--- src/rtl/rtc_bus_pkg.sv ---
// Shared RTC bus definitions: register addresses, sequencer states and BCD limits.
// Item index order 0..8 is hora/fecha/timer seg-min-hora style; index 9 is the transfer command.
package rtc_bus_pkg;

  localparam logic [7:0] ADDR_SEG_HORA   = 8'h21;
  localparam logic [7:0] ADDR_MIN_HORA   = 8'h22;
  localparam logic [7:0] ADDR_HORA_HORA  = 8'h23;
  localparam logic [7:0] ADDR_DIA_FECHA  = 8'h24;
  localparam logic [7:0] ADDR_MES_FECHA  = 8'h25;
  localparam logic [7:0] ADDR_JAHR_FECHA = 8'h26;
  localparam logic [7:0] ADDR_SEG_TIMER  = 8'h41;
  localparam logic [7:0] ADDR_MIN_TIMER  = 8'h42;
  localparam logic [7:0] ADDR_HORA_TIMER = 8'h43;
  localparam logic [7:0] CMD_TRANSFER    = 8'hF1;

  localparam int N_ITEMS  = 10;
  localparam int ITEM_CMD = 9;

  localparam logic [7:0] LIM_SEG_MIN = 8'h59;
  localparam logic [7:0] LIM_HORA    = 8'h23;
  localparam logic [7:0] LIM_DIA_LO  = 8'h01;
  localparam logic [7:0] LIM_DIA_HI  = 8'h31;
  localparam logic [7:0] LIM_MES_LO  = 8'h01;
  localparam logic [7:0] LIM_MES_HI  = 8'h12;

  typedef enum logic [2:0] {
    ST_IDLE,
    ST_ADDR_LO,
    ST_ADDR_HI,
    ST_DATA_LO,
    ST_DATA_HI,
    ST_FINISH
  } rtc_state_e;

  function automatic logic [7:0] item_addr(input logic [3:0] idx);
    case (idx)
      4'd0:    return ADDR_SEG_HORA;
      4'd1:    return ADDR_MIN_HORA;
      4'd2:    return ADDR_HORA_HORA;
      4'd3:    return ADDR_DIA_FECHA;
      4'd4:    return ADDR_MES_FECHA;
      4'd5:    return ADDR_JAHR_FECHA;
      4'd6:    return ADDR_SEG_TIMER;
      4'd7:    return ADDR_MIN_TIMER;
      4'd8:    return ADDR_HORA_TIMER;
      default: return CMD_TRANSFER;
    endcase
  endfunction

  function automatic logic item_in_range(input logic [3:0] idx, input logic [7:0] v);
    logic digits_ok;
    digits_ok = (v[7:4] <= 4'd9) && (v[3:0] <= 4'd9);
    case (idx)
      4'd0, 4'd1, 4'd6, 4'd7: return digits_ok && (v <= LIM_SEG_MIN);
      4'd2, 4'd8:             return digits_ok && (v <= LIM_HORA);
      4'd3:                   return digits_ok && (v >= LIM_DIA_LO) && (v <= LIM_DIA_HI);
      4'd4:                   return digits_ok && (v >= LIM_MES_LO) && (v <= LIM_MES_HI);
      4'd5:                   return digits_ok;
      default:                return 1'b1;
    endcase
  endfunction

endpackage

--- src/rtl/rtc_write_sequencer_if.sv ---
// RTC multiplexed parallel bus pins; the sequencer drives them, a monitor or pad ring observes them.
interface rtc_write_sequencer_if;
  import rtc_bus_pkg::*;

  logic [7:0] bus_out;
  logic       bus_oe;
  logic       cs_n;
  logic       rd_n;
  logic       wr_n;
  logic       a_d;

  modport master (output bus_out, bus_oe, cs_n, rd_n, wr_n, a_d);
  modport slave  (input  bus_out, bus_oe, cs_n, rd_n, wr_n, a_d);
endinterface

--- src/rtl/hour_12_to_24.sv ---
// Combinational 12 h -> 24 h BCD hour converter; passes the value through in 24 h mode.
module hour_12_to_24
  import rtc_bus_pkg::*;
(
  input  logic [7:0] hour_in,
  input  logic       formato_hora,
  input  logic       am_pm,
  output logic [7:0] hour_out
);

  // PM offsets are plain binary adds chosen so the BCD digits never carry incorrectly.
  always_comb begin
    hour_out = hour_in;
    if (formato_hora) begin
      case (hour_in)
        8'h12:                                     hour_out = am_pm ? 8'h12 : 8'h00;
        8'h01, 8'h02, 8'h03, 8'h04, 8'h05, 8'h06,
        8'h07, 8'h10, 8'h11:                       hour_out = am_pm ? hour_in + 8'h12 : hour_in;
        8'h08, 8'h09:                              hour_out = am_pm ? hour_in + 8'h18 : hour_in;
        default:                                   hour_out = 8'h00;
      endcase
    end
  end

endmodule

--- src/rtl/rtc_write_sequencer.sv ---
// Snapshots edited hora/fecha/timer values and writes them to the RTC, ending with the transfer command.
// Optional macro RTC_BCD_CHECK_EN: skip invalid BCD items and raise a sticky err.
module rtc_write_sequencer
  import rtc_bus_pkg::*;
#(
  parameter int T_PULSE = 10,
  parameter int T_GAP   = 5
) (
  input  logic       clk,
  input  logic       reset,
  input  logic       start,
  input  logic [2:0] write_mask,
  input  logic       formato_hora,
  input  logic       am_pm,
  input  logic [7:0] count_seg_hora,
  input  logic [7:0] count_min_hora,
  input  logic [7:0] count_hora_hora,
  input  logic [7:0] count_dia_fecha,
  input  logic [7:0] count_mes_fecha,
  input  logic [7:0] count_jahr_fecha,
  input  logic [7:0] count_seg_timer,
  input  logic [7:0] count_min_timer,
  input  logic [7:0] count_hora_timer,
  rtc_write_sequencer_if.master bus,
  output logic       busy,
  output logic       done,
  output logic       err,
  output rtc_state_e state_dbg
);

  localparam int T_MAX = (T_PULSE > T_GAP) ? T_PULSE : T_GAP;
  localparam int CW    = $clog2(T_MAX) + 1;
  localparam logic [CW-1:0] PULSE_LD = CW'(T_PULSE - 1);
  localparam logic [CW-1:0] GAP_LD_A = CW'(T_GAP - 1);
  localparam logic [CW-1:0] GAP_LD_D = CW'(T_GAP);

  // Handshake: start is sampled only in IDLE with a non-zero mask; busy is high from the
  // next cycle until done, which pulses for one cycle as busy falls.
  rtc_state_e    state;
  logic [CW-1:0] cnt;
  logic [3:0]    ptr_q;
  logic [3:0]    cur_q;
  logic [2:0]    mask_q;
  logic          fmt_q;
  logic          pm_q;
  logic [7:0]    val_q [9];
  logic [7:0]    hora_24;
  logic [7:0]    item_val [N_ITEMS];
  logic          sel_found;
  logic [3:0]    sel_idx;
  logic          sel_skip_err;

  assign state_dbg = state;
  assign bus.rd_n  = 1'b1;

  hour_12_to_24 u_hour (
    .hour_in      (val_q[2]),
    .formato_hora (fmt_q),
    .am_pm        (pm_q),
    .hour_out     (hora_24)
  );

  always_comb begin
    for (int i = 0; i < 9; i++) item_val[i] = val_q[i];
    item_val[2]        = hora_24;
    item_val[ITEM_CMD] = 8'h00;
  end

  // Pick the first enabled item at or after ptr_q; the transfer command is always enabled.
  always_comb begin
    logic grp_on;
    logic ok;
    sel_found    = 1'b0;
    sel_idx      = 4'(ITEM_CMD);
    sel_skip_err = 1'b0;
    for (int i = 0; i < N_ITEMS; i++) begin
      grp_on = (i < 3) ? mask_q[0] : (i < 6) ? mask_q[1] : (i < 9) ? mask_q[2] : 1'b1;
`ifdef RTC_BCD_CHECK_EN
      ok = item_in_range(4'(i), item_val[i]);
`else
      ok = 1'b1;
`endif
      if (!sel_found && (4'(i) >= ptr_q) && grp_on) begin
        if (ok) begin
          sel_found = 1'b1;
          sel_idx   = 4'(i);
        end else begin
          sel_skip_err = 1'b1;
        end
      end
    end
  end

`ifndef RTC_BCD_CHECK_EN
  assign err = 1'b0;
`endif

  always_ff @(posedge clk or negedge reset) begin
    if (!reset) begin
      state       <= ST_IDLE;
      cnt         <= '0;
      ptr_q       <= '0;
      cur_q       <= '0;
      mask_q      <= '0;
      fmt_q       <= 1'b0;
      pm_q        <= 1'b0;
      for (int i = 0; i < 9; i++) val_q[i] <= '0;
      bus.bus_out <= '0;
      bus.bus_oe  <= 1'b0;
      bus.cs_n    <= 1'b1;
      bus.wr_n    <= 1'b1;
      bus.a_d     <= 1'b0;
      busy        <= 1'b0;
      done        <= 1'b0;
`ifdef RTC_BCD_CHECK_EN
      err         <= 1'b0;
`endif
    end else begin
      done <= 1'b0;
      case (state)
        ST_IDLE: begin
          if (start && (write_mask != 3'b000)) begin
            val_q[0] <= count_seg_hora;
            val_q[1] <= count_min_hora;
            val_q[2] <= count_hora_hora;
            val_q[3] <= count_dia_fecha;
            val_q[4] <= count_mes_fecha;
            val_q[5] <= count_jahr_fecha;
            val_q[6] <= count_seg_timer;
            val_q[7] <= count_min_timer;
            val_q[8] <= count_hora_timer;
            mask_q   <= write_mask;
            fmt_q    <= formato_hora;
            pm_q     <= am_pm;
            ptr_q    <= '0;
            busy     <= 1'b1;
            // Enter the bus-released selection cycle that normally ends each item.
            cnt      <= '0;
            state    <= ST_DATA_HI;
`ifdef RTC_BCD_CHECK_EN
            err      <= 1'b0;
`endif
          end
        end
        ST_ADDR_LO: begin
          if (cnt == '0) begin
            bus.wr_n <= 1'b1;
            cnt      <= GAP_LD_A;
            state    <= ST_ADDR_HI;
          end else cnt <= cnt - 1'b1;
        end
        ST_ADDR_HI: begin
          if (cnt == '0) begin
            bus.a_d     <= 1'b1;
            bus.bus_out <= item_val[cur_q];
            bus.wr_n    <= 1'b0;
            cnt         <= PULSE_LD;
            state       <= ST_DATA_LO;
          end else cnt <= cnt - 1'b1;
        end
        ST_DATA_LO: begin
          if (cnt == '0) begin
            bus.wr_n <= 1'b1;
            cnt      <= GAP_LD_D;
            state    <= ST_DATA_HI;
          end else cnt <= cnt - 1'b1;
        end
        ST_DATA_HI: begin
          if (cnt > CW'(1)) begin
            cnt <= cnt - 1'b1;
          end else if (cnt == CW'(1)) begin
            bus.cs_n   <= 1'b1;
            bus.bus_oe <= 1'b0;
            cnt        <= '0;
          end else if (sel_found) begin
            cur_q       <= sel_idx;
            ptr_q       <= sel_idx + 4'd1;
            bus.cs_n    <= 1'b0;
            bus.a_d     <= 1'b0;
            bus.bus_oe  <= 1'b1;
            bus.bus_out <= item_addr(sel_idx);
            bus.wr_n    <= 1'b0;
            cnt         <= PULSE_LD;
            state       <= ST_ADDR_LO;
`ifdef RTC_BCD_CHECK_EN
            if (sel_skip_err) err <= 1'b1;
`endif
          end else begin
            bus.bus_out <= '0;
            bus.a_d     <= 1'b0;
            busy        <= 1'b0;
            done        <= 1'b1;
            state       <= ST_FINISH;
          end
        end
        ST_FINISH: state <= ST_IDLE;
        default:   state <= ST_IDLE;
      endcase
    end
  end

endmodule

--- src/flat_wrapper.sv ---
// flat-port wrapper written by rule: the top's interface ports become plain ports
module rtc_write_sequencer_flat import rtc_bus_pkg::*;
#(
  parameter int T_PULSE = 10,
  parameter int T_GAP   = 5
)
  (clk, reset, start, write_mask, formato_hora, am_pm, count_seg_hora, count_min_hora, count_hora_hora, count_dia_fecha, count_mes_fecha, count_jahr_fecha, count_seg_timer, count_min_timer, count_hora_timer, busy, done, err, state_dbg, bus_bus_out, bus_bus_oe, bus_cs_n, bus_rd_n, bus_wr_n, bus_a_d);
  rtc_write_sequencer_if bus_i ();
  input  logic clk;
  input  logic reset;
  input  logic start;
  input  logic [2:0] write_mask;
  input  logic formato_hora;
  input  logic am_pm;
  input  logic [7:0] count_seg_hora;
  input  logic [7:0] count_min_hora;
  input  logic [7:0] count_hora_hora;
  input  logic [7:0] count_dia_fecha;
  input  logic [7:0] count_mes_fecha;
  input  logic [7:0] count_jahr_fecha;
  input  logic [7:0] count_seg_timer;
  input  logic [7:0] count_min_timer;
  input  logic [7:0] count_hora_timer;
  output logic busy;
  output logic done;
  output logic err;
  output rtc_state_e state_dbg;
  output wire logic [$bits(bus_i.bus_out)-1:0] bus_bus_out;
  output wire logic [$bits(bus_i.bus_oe)-1:0] bus_bus_oe;
  output wire logic [$bits(bus_i.cs_n)-1:0] bus_cs_n;
  output wire logic [$bits(bus_i.rd_n)-1:0] bus_rd_n;
  output wire logic [$bits(bus_i.wr_n)-1:0] bus_wr_n;
  output wire logic [$bits(bus_i.a_d)-1:0] bus_a_d;
  assign bus_bus_out = bus_i.bus_out;
  assign bus_bus_oe = bus_i.bus_oe;
  assign bus_cs_n = bus_i.cs_n;
  assign bus_rd_n = bus_i.rd_n;
  assign bus_wr_n = bus_i.wr_n;
  assign bus_a_d = bus_i.a_d;
  rtc_write_sequencer #(.T_PULSE(T_PULSE), .T_GAP(T_GAP)) u_core (.clk(clk), .reset(reset), .start(start), .write_mask(write_mask), .formato_hora(formato_hora), .am_pm(am_pm), .count_seg_hora(count_seg_hora), .count_min_hora(count_min_hora), .count_hora_hora(count_hora_hora), .count_dia_fecha(count_dia_fecha), .count_mes_fecha(count_mes_fecha), .count_jahr_fecha(count_jahr_fecha), .count_seg_timer(count_seg_timer), .count_min_timer(count_min_timer), .count_hora_timer(count_hora_timer), .bus(bus_i), .busy(busy), .done(done), .err(err), .state_dbg(state_dbg));
endmodule
--- config.mk ---
export PLATFORM = sky130hd
export DESIGN_NAME = rtc_write_sequencer_flat
export DESIGN_NICKNAME = d
export VERILOG_FILES = /design/src/rtl/rtc_bus_pkg.sv /design/src/rtl/rtc_write_sequencer_if.sv /design/src/rtl/hour_12_to_24.sv /design/src/rtl/rtc_write_sequencer.sv /design/src/flat_wrapper.sv
export SDC_FILE = /design/constraint.sdc
export NUM_CORES = 1
export LEC_CHECK = 0
export CELL_PAD_IN_SITES_DETAIL_PLACEMENT = 0
export CELL_PAD_IN_SITES_GLOBAL_PLACEMENT = 2
export CORE_MARGIN = 2
export CORE_UTILIZATION = 38
export CTS_CLUSTER_SIZE = 16
export DETAILED_ROUTE_END_ITERATION = 10
export GPL_TIMING_DRIVEN = 0
export PLACE_DENSITY_LB_ADDON = 0.1
export SLEW_MARGIN = 10
export SYNTH_ARGS = -nofsm -noshare
export SYNTH_HDL_FRONTEND = slang
export SYNTH_HIERARCHICAL = 1
export SYNTH_SLANG_ARGS = --single-unit
--- constraint.sdc ---
create_clock -name clk -period 5.7 [get_ports clk]
set_clock_uncertainty 0.15 [all_clocks]
set_input_delay 1.14 -clock clk [delete_from_list [all_inputs] [get_ports clk]]
set_output_delay 1.14 -clock clk [all_outputs]
set_load 0.01 [all_outputs]
==> flow_summary.json <==
{
  "min_period_ns": 3.77,
  "max_clock_freq_ghz": 0.265,
  "drive_gt1_share_pct": 21.8,
  "hp-class": "reg2reg",
  "seqCellArea_um2": 2680,
  "status": "complete, no violations",
  "dpl.cell_count": 745,
  "route.detailed.drc": 0,
  "min_to": "u_core/busy",
  "portBuffers": 96,
  "synth_seq_cells": 107,
  "gp_congestion": 0.799,
  "hold_start": "u_core/busy",
  "grt_pass1_vias": 4220,
  "gr-total-overflow": 0,
  "initial_core_util_pct": 38.6,
  "multi_input_area_um2": 2700,
  "grt_first_pass_wirelength_um": 22600,
  "setup_viol": 0,
  "fillers": 1347,
  "insertedDiodeCount": 0,
  "coreArea_um2": 14400,
  "seq_area_frac_synth_pct": 48.1,
  "cp_max_fo": 10,
  "die_height_um": 125,
  "cellPowerDensity_nw_per_um2": 559,
  "drt_iter0_drc": 289,
  "firstDrtPassIters": 4,
  "dp_hpwl_um": 10100,
  "rsz0062_at_grt": "no",
  "setup_tns_ns": 0,
  "cts_tree": "done",
  "cts_sinks": 107,
  "vdd_drop_max_mv": 0.210,
  "cts_buffers": 9,
  "clockBufferDepth": 2,
  "critPathKind": "in2reg",
  "final-hold-violation-count": 0,
  "endpoint_kind": "register",
  "drtAntennaViolNets": 0,
  "synth_nets": 552,
  "htreeDepth": 3,
  "clkTransAtPathRegs_ns": 0.07,
  "reg2reg_to": "u_core/bus.bus_out[5]",
  "synth-edff-count": 0,
  "cts-hold-fix-buffers": 0,
  "period_share_pct": 66.1,
  "pin_count": 99,
  "dieArea_um2": 15600,
  "netlist_area_um2": 5570,
  "drv_cap": 0,
  "cts_root_buffer": "clkbuf_16",
  "p_leak_nw": 2.90,
  "grt.total_usage_pct": 18.3,
  "timing.slew.headroom_pct": 49.9,
  "synthArstFlopShare_pct": 100,
  "synth_cells": 464,
  "antenna_found_initial": 1,
  "worst_slew_pin_slew_ns": 0.746,
  "worstPathRequired_ns": 5.79,
  "hold_depth": 2,
  "die_w_um": 125,
  "nets": 660,
  "cp-start-kind": "input pin",
  "post_cts_resized": 0,
  "arrival_ns": 3.86,
  "postCtsSetupBuffers": 0,
  "r2r-start": "u_core/cnt[0]",
  "synth-main-ff-cell": "dfrtp_1",
  "drt_wl_total_um": 13700,
  "syn_area_per_cell_um2": 12.0,
  "synth_cell_types": 72,
  "wl_per_cell_um": 18.0,
  "dr_total_vias": 4029,
  "synthToLayoutAreaGrowth_pct": 27.0,
  "clk_latency_ns": 0.35,
  "drv_slew": 0,
  "r2r_slack_ns": 2.76,
  "grt_max_degree": 67,
  "rr_worst_depth": 9,
  "synth_warnings": 6,
  "row_count": 44,
  "utilization_pct": 49.0,
  "viasPerCell": 5.29,
  "finalNonFillerCells": 761
}
==> stage by stage <==
step / instance area [µm²] / hold slack [ns] / total power, mW / setup slack (ns)
after floorplan: 5570 / 0.306 / 2.76 / 2.73
after global placement: 6760 / 0.316 / 3.34 / -0.954
after detailed placement: 6790 / 0.319 / 3.37 / 1.48
after CTS: 7070 / 0.329 / 3.99 / 1.84
after global routing: 7070 / 0.350 / 4.28 / 1.72
final: 7070 / 0.326 / 3.95 / 1.93
==> per-layer routing <==
| layer | routed length, µm | vias to the layer above | global-route usage, % |
|---|---|---|---|
| li1 | - | 1922 | - |
| met1 | 6240 | 2002 | 24.8 |
| met2 | 6650 | 96 | 30.1 |
| met3 | 684 | 7 | 4.66 |
| met4 | 76 | 2 | 3.14 |
| met5 | 13 | - | 0 |
==> state kept, by name (all words and copies together) (netlist names) <==
| name | flops |
|---|---|
| u_core/bus.a_d | 1 |
| u_core/bus.bus_oe | 1 |
| u_core/bus.bus_out | 8 |
| u_core/bus.cs_n | 1 |
| u_core/bus.wr_n | 1 |
| u_core/busy | 1 |
| u_core/cnt | 5 |
| u_core/cur_q | 4 |
| u_core/done | 1 |
| u_core/fmt_q | 1 |
| u_core/item_val | 64 |
| u_core/mask_q | 3 |
| u_core/pm_q | 1 |
| u_core/ptr_q | 4 |
| u_core/state_dbg | 3 |
| u_core/val_q | 8 |
==> critical path, stage by stage <==
cell,delay (ns)
clkdlybuf4s50_1,0.42
o31ai_1,0.59
or3_1,0.22
clkbuf_1,0.24
buf_1,0.49
buf_2,0.39
mux2_2,0.37
==> cells in the mapped netlist, types with 2 or more instances <==
cell type | count | area [µm²]
inv_1 | 14 | 52.6
mux2_2 | 64 | 721
o21a_1 | 4 | 30.0
ha_1 | 8 | 100
mux2i_1 | 5 | 50.1
a32o_1 | 2 | 20.0
buf_6 | 4 | 45.0
a31oi_1 | 4 | 25.0
or3_1 | 4 | 25.0
a22o_1 | 2 | 17.5
buf_4 | 2 | 15.0
a21oi_1 | 15 | 75.1
mux2_1 | 17 | 191
and2_1 | 2 | 12.5
a32oi_1 | 3 | 26.3
xor2_1 | 2 | 17.5
nand2_1 | 40 | 150
buf_2 | 6 | 30.0
a221o_1 | 3 | 30.0
a22oi_1 | 2 | 15.0
o31ai_1 | 5 | 37.5
conb_1 | 2 | 7.51
nor3b_1 | 2 | 15.0
nand3_1 | 8 | 40.0
nor3_1 | 6 | 30.0
dfrtp_1 | 105 | 2630
o21ai_0 | 23 | 115
mux4_2 | 15 | 338
buf_1 | 7 | 26.3
dfstp_2 | 2 | 52.6
nor2b_1 | 5 | 31.3
a21boi_0 | 3 | 22.5
nor2_1 | 21 | 78.8
nand2b_1 | 5 | 31.3
nand3b_1 | 2 | 15.0
clkbuf_1 | 6 | 22.5
a221oi_1 | 2 | 17.5
o32ai_1 | 2 | 17.5
nor2_2 | 2 | 12.5
a21o_1 | 3 | 22.5
o22ai_1 | 2 | 12.5
xnor2_1 | 2 | 17.5
o211ai_1 | 2 | 15.0
==> layout make-up <==
class / instances / area share [%]
flip-flops and latches: 107 / 37.9
well taps: 184 / 3.26
plain buffers: 25 / 1.96
multi-input cells: 317 / 38.2
clock inverters: 6 / 0.655
inverters: 15 / 0.796
clock buffers: 10 / 3.24
repair buffers: 97 / 14.0
==> how the worst max path moves through the flow <==
stage	start	slack, ns	cells after the start	endpoint
floorplan	write_mask[1]	2.73	6	u_core/item_val[72]
global placement	reset	-0.95	1	u_core/item_val[25]
detailed placement	write_mask[1]	1.48	7	u_core/item_val[15]
CTS	write_mask[1]	1.84	7	u_core/item_val[15]
global route	write_mask[1]	1.72	7	u_core/item_val[47]
finish	write_mask[1]	1.93	7	u_core/item_val[15]
==> where the power goes <==
part           internal (mW)  switching, mW  total [mW]
Sequential              1.12          0.280        1.40
Clock                  0.302          0.297       0.599
Combinational          0.978          0.972        1.95
==> layout by cell type, fill, tap and decap left out, drive strengths merged, types with 6 or more instances in the layout <==
cell / count
ha: 8
mux4: 15
nor2: 23
o21ai: 25
nand2: 40
dfrtp: 105
inv: 18
nor3: 6
mux2: 81
clkdlybuf4s50: 95
a21oi: 15
clkbuf: 16
buf: 21
nand3: 9
==> cell families after synthesis <==
family          after synthesis  share of synthesized area [%]
simple gates                108                           10.4
flops                       107                           48.1
mux                         101                           23.3
compound gates               94                           12.0
buf+inv                      40                           3.50
fa+ha+maj                     8                           1.80
xor+xnor                      4                          0.629
other cells                   2                          0.135
(Power assumes the default switching activity.)
